## config.mk

```make
export PLATFORM = sky130hd
export DESIGN_NAME = ifu_fetch
export DESIGN_NICKNAME = d
export VERILOG_FILES = /design/src/rtl/ifu_fetch.sv
export SDC_FILE = /design/constraint.sdc
export NUM_CORES = 1
export LEC_CHECK = 0
export CORE_MARGIN = 2
export CORE_UTILIZATION = 39
export DETAILED_ROUTE_END_ITERATION = 12
export PLACE_DENSITY_LB_ADDON = 0.2
export SYNTH_ARGS = -nofsm -noshare
export SYNTH_HDL_FRONTEND = slang
export SYNTH_SLANG_ARGS = --single-unit
```

## constraint.sdc

```tcl
create_clock -name clk -period 2 [get_ports clk]
set_input_delay 0.5 -clock clk [delete_from_list [all_inputs] [get_ports clk]]
set_output_delay 0.5 -clock clk [all_outputs]
set_load 0.03 [all_outputs]
```

## src/rtl/ifu_fetch.sv

```systemverilog
// ---------------------------------------------------------------------------
// ifu_fetch
// Instruction fetch stage. Holds the PC and issues one AXI-lite read per
// instruction. It consumes the read beat and presents the fetched word to
// decode. It then waits for write-back to supply the next PC before it
// fetches again. Only one request is outstanding at any time.
//
// Ports
//   clk                         clock, rising edge
//   rst                         synchronous, active-low reset
//   araddr/arvalid/arready      AR channel toward DRAM (araddr = pc)
//   rdata/rresp/rvalid/rready   R channel from DRAM
//   inst/inst_pc/inst_err       latched instruction, its PC, error flag
//   inst_valid/inst_ready       handshake toward decode
//   npc/npc_valid/npc_ready     next PC from write-back
//   fetch_cnt                   completed R handshakes since reset
//
// Every handshake output is a pure decode of the state register, so no
// input reaches an output combinationally.
// ---------------------------------------------------------------------------
module ifu_fetch #(
    parameter logic [31:0] RESET_PC = 32'h8000_0000,
    parameter int unsigned CNT_W    = 32
) (
    input  logic             clk,
    input  logic             rst,
    output logic [31:0]      araddr,
    output logic             arvalid,
    input  logic             arready,
    input  logic [31:0]      rdata,
    input  logic [1:0]       rresp,
    input  logic             rvalid,
    output logic             rready,
    output logic [31:0]      inst,
    output logic [31:0]      inst_pc,
    output logic             inst_err,
    output logic             inst_valid,
    input  logic             inst_ready,
    input  logic [31:0]      npc,
    input  logic             npc_valid,
    output logic             npc_ready,
    output logic [CNT_W-1:0] fetch_cnt
);

    typedef enum logic [2:0] {
        S_BOOT = 3'd0,
        S_AR   = 3'd1,
        S_R    = 3'd2,
        S_OUT  = 3'd3,
        S_PC   = 3'd4
    } state_t;

    state_t           state_r;
    state_t           state_s;
    logic [31:0]      pc_r;
    logic [31:0]      inst_r;
    logic [31:0]      inst_pc_r;
    logic             inst_err_r;
    logic [CNT_W-1:0] fetch_cnt_r;

    // Any response other than OKAY marks the instruction as erroneous.
    function automatic logic resp_is_err(input logic [1:0] resp);
        return (resp != 2'b00);
    endfunction

    // Output decode: all outputs come straight from registers.
    assign arvalid    = (state_r == S_AR);
    assign rready     = (state_r == S_R);
    assign inst_valid = (state_r == S_OUT);
    assign npc_ready  = (state_r == S_PC);
    assign araddr     = pc_r;
    assign inst       = inst_r;
    assign inst_pc    = inst_pc_r;
    assign inst_err   = inst_err_r;
    assign fetch_cnt  = fetch_cnt_r;

    // State register.
    always_ff @(posedge clk) begin
        if (!rst) begin
            state_r <= S_BOOT;
        end else begin
            state_r <= state_s;
        end
    end

    // Next-state logic. Each state waits indefinitely for its partner.
    always_comb begin
        state_s = state_r;
        case (state_r)
            S_BOOT: begin
                state_s = S_AR;
            end
            S_AR: begin
                if (arready) begin
                    state_s = S_R;
                end else begin
                    state_s = S_AR;
                end
            end
            S_R: begin
                if (rvalid) begin
                    state_s = S_OUT;
                end else begin
                    state_s = S_R;
                end
            end
            S_OUT: begin
                if (inst_ready) begin
                    state_s = S_PC;
                end else begin
                    state_s = S_OUT;
                end
            end
            S_PC: begin
                if (npc_valid) begin
                    state_s = S_AR;
                end else begin
                    state_s = S_PC;
                end
            end
            default: begin
                state_s = S_BOOT;
            end
        endcase
    end

    // Datapath: capture the R beat, count it, and load the next PC.
    // A beat that arrives during reset is dropped, because DRAM resets with us.
    always_ff @(posedge clk) begin
        if (!rst) begin
            pc_r        <= RESET_PC;
            inst_r      <= 32'h0000_0000;
            inst_pc_r   <= 32'h0000_0000;
            inst_err_r  <= 1'b0;
            fetch_cnt_r <= '0;
        end else begin
            if ((state_r == S_R) && rvalid) begin
                inst_r      <= rdata;
                inst_pc_r   <= pc_r;
                inst_err_r  <= resp_is_err(rresp);
                fetch_cnt_r <= fetch_cnt_r + CNT_W'(1);
            end
            // npc is taken as-is; alignment is the producer's concern.
            if ((state_r == S_PC) && npc_valid) begin
                pc_r <= npc;
            end
        end
    end

endmodule

```

==> impl_metrics.yaml <==
timing:
  relSlewSlack_pct: 47.6
  setup_viol: 0
  setup_ws_ps: 36.3
  rsz0062_at_grt: "true"
  slew_viol_final: 0
  min_period_ps: 1960
  skew_ps: 3.17
  tightest_slew_ps: 785
  max_freq_mhz: 509
  hold_viol_final: 0
  period_share_pct: 98.2
routing:
  drtIter0Drc: 308
  drc: 0
  firstDrtPassIters: 5
  via_per_inst: 5.06
  vias: 5235
  wl_um: 15400
  wl_per_cell_um: 14.9
  postRouteAntennaNets: 0
grt:
  grtUsageTotal_pct: 21.3
  grt_pass1_wl_um: 24000
  grt_pass1_vias: 4817
  gr-total-overflow: 0
  antenna_found_initial: 0
  grt_max_degree: 74
die:
  die_area_um2: 13900
  start_util_pct: 40.0
  core_um2: 12600
  fp.dieW_um: 118
  die_height_um: 118
  io_pins: 205
  num_rows: 41
synth:
  ys_warn_count: 0
  syn_inst: 631
  synth_ff_type: "dfxtp_1"
  synth.top_cell.area_share_pct: 52.4
  synthTopCellsByArea: "dfxtp_1 (52%), nand2_1 (16%), a21oi_1 (12%)"
  synth_area_leader_cell: "dfxtp_1"
  syn-num-nets: 704
  synthArstFlopShare_pct: 0
  ys_ff_latch: 132
  synth_edf_count: 0
  ys_seq_area_share_pct: 52.4
  synth_area_um2: 5040
  ys_types: 33
  synth_area_per_cell_um2: 7.99
pwr:
  switching_share_pct: 20.6
  comb_power_share_pct: 6.8
  p_clk_share_pct: 49.3
  design_power_total_mw: 6.08
  cellPowerDensity_nw_per_um2: 743
  internal_power_mw: 4.83
  power.switching_mw: 1.25
  leakagePower_nw: 3.23
  seqPwrFrac_pct: 44.0
  max-vdd-ir-drop_uv: 501
clock_network:
  numCtsBuffers: 17
  clk_latency_ps: 410
  clock_path_buffers: 2
  htreeDepth: 4
  cts_tree: "yes"
  clk_transition_reported_paths_ps: 50
  cts.sinks: 132
  cts-root-buf: "clkbuf_16"
worst_setup_path:
  cp_cell_sequence: "clkdlybuf4s50_1"
  worstSetupPathDepth: 1
  reg2reg_to: "fetch_cnt[28]"
  crit_path_start: "araddr[14]"
  rrSetupSlack_ps: 50
  endpoint_kind: "output port"
  cp_slowest_cell: "clkdlybuf4s50_1"
  cp.required_ps: 1500
  crit_fanout: 3
  critPathBufInv: 1
  reg2reg_depth: 5
  cp_top_family: "buffers and inverters"
  timing.rr.start: "fetch_cnt[9]"
  critPathLaunchType: "register"
  crit_end: "araddr[14]"
  arrival_ps: 1460
  slowest_delay_ps: 700
  worstSetupPathType: "register to output port"
status:
  status: "completed"
final_layout:
  nets: 925
  final_area_um2: 8180
  drive_gt1_share_pct: 11.5
  antennaDiodeCount: 0
  area_growth_pct: 62.1
  fill_cells: 1077
  fin_cells: 1035
place:
  gp_congestion: 0.762
  placed_cell_area_um2: 7470
  hpwl_um: 10500
  port_buffers: 204
  dp_slack_ps: -657
  dp.cells: 997
job:
  maxCapViolCount: 0
worst_hold_path:
  hp-class: "register to register"
  hold_start: "inst[2]"
## layer usage
metal / up-vias / GRT usage, % / wire (µm)
li1: 2586 / - / -
met1: 2446 / 23.7 / 6190
met2: 181 / 37.2 / 7800
met3: 22 / 7.99 / 1200
met4: 0 / 7.61 / 260
met5: - / 0 / 0
## power groups by stage
stage                     logic [mW]  registers [mW]  clock network, mW
after detailed placement       0.414            2.73                  0
after floorplan                0.129            2.76                  0
after CTS                      0.413            2.67               3.06
after global placement         0.409            2.73                  0
after global routing           0.437            2.67               3.18
final                          0.411            2.67               3.00
## area by class of cell
class / count / area, µm² / area share [%]
tap: 172 / 215 / 2.63
sequential: 132 / 2660 / 32.5
clock inverter: 3 / 40.0 / 0.490
multi-input combinational: 453 / 2280 / 27.9
clock buffer: 27 / 543 / 6.64
timing repair buffer: 247 / 2430 / 29.7
inverter: 1 / 5.00 / 0.0612
## cell usage after synthesis (all sizes together), types with 2 or more instances
library cell and instances:
dfxtp 132, o31ai 12, and2 2, nor2 13, nor3b 3, or3 7
xor2 4, or4 15, o21ai 8, buf 5, nand2 213, nand2b 3
a21oi 117, nor4 3, and4 7, clkbuf 40, xnor2 7, nor3 7
nand3 13, nand4 10
## cells in the final DEF (no fill, tap or decap), types with 2 or more instances in the layout
| master | instances |
|---|---|
| a21oi_1 | 114 |
| a21oi_2 | 3 |
| and2_1 | 2 |
| and4_1 | 7 |
| buf_12 | 4 |
| buf_2 | 4 |
| buf_4 | 35 |
| buf_6 | 2 |
| clkbuf_1 | 2 |
| clkbuf_16 | 17 |
| clkbuf_8 | 8 |
| clkdlybuf4s50_1 | 154 |
| clkinv_2 | 3 |
| dfxtp_1 | 121 |
| dfxtp_2 | 11 |
| dlygate4sd2_1 | 26 |
| dlymetal6s2s_1 | 20 |
| nand2_1 | 213 |
| nand2b_1 | 3 |
| nand3_1 | 13 |
| nand4_1 | 9 |
| nor2_1 | 13 |
| nor3_1 | 7 |
| nor3b_1 | 2 |
| nor4_1 | 3 |
| o21ai_0 | 8 |
| o31ai_1 | 12 |
| or3_1 | 7 |
| or4_1 | 10 |
| or4_4 | 5 |
| xnor2_1 | 7 |
| xor2_1 | 4 |
## what timing repair did
| item | 4_1_cts | 5_1_grt |
|---|---|---|
| buffers inserted | 2 | 4 |
| setup endpoints to repair | 47 | 31 |
| pin swaps | 4 | 8 |
| cloned | 0 | 2 |
| gates resized for setup | 46 | 28 |
| hold buffers | 0 | 0 |
## flip-flops by register name (all words and copies together) (netlist names)
register	cells
inst_err	1
araddr	32
state_r	3
inst	32
inst_pc	32
fetch_cnt	32
## logic make-up after synthesis
group	count (synthesis)	synth area share [%]
XOR/XNOR	11	1.91
buffers and inverters	46	3.52
flip-flops	132	52.4
adder cells (fa/ha/maj)	1	0.248
AND/OR/NAND/NOR	301	27.2
AO/OA/AOI/OAI	139	14.6
multiplexers	1	0.198
## worst min path at each step
stage                  end  slack, ps  cells after the start
6_report           inst[2]        450                      2
5_1_grt           inst[28]        470                      2
4_1_cts           inst[28]        450                      2
3_5_place_dp      inst[28]        450                      2
3_3_place_gp   inst_pc[25]        440                      2
2_1_floorplan   state_r[1]        530                      1
## through the flow
stage	setup TNS, ps	hold WS, ps	utilization (%)
detailed placement	-19730	446	59.2
global placement	-16590	441	59.2
floorplan	0	526	-
global route	-38.2	468	64.8
finish	0	451	64.8
CTS	-76.0	454	63.9
(Power assumes the default switching activity.)
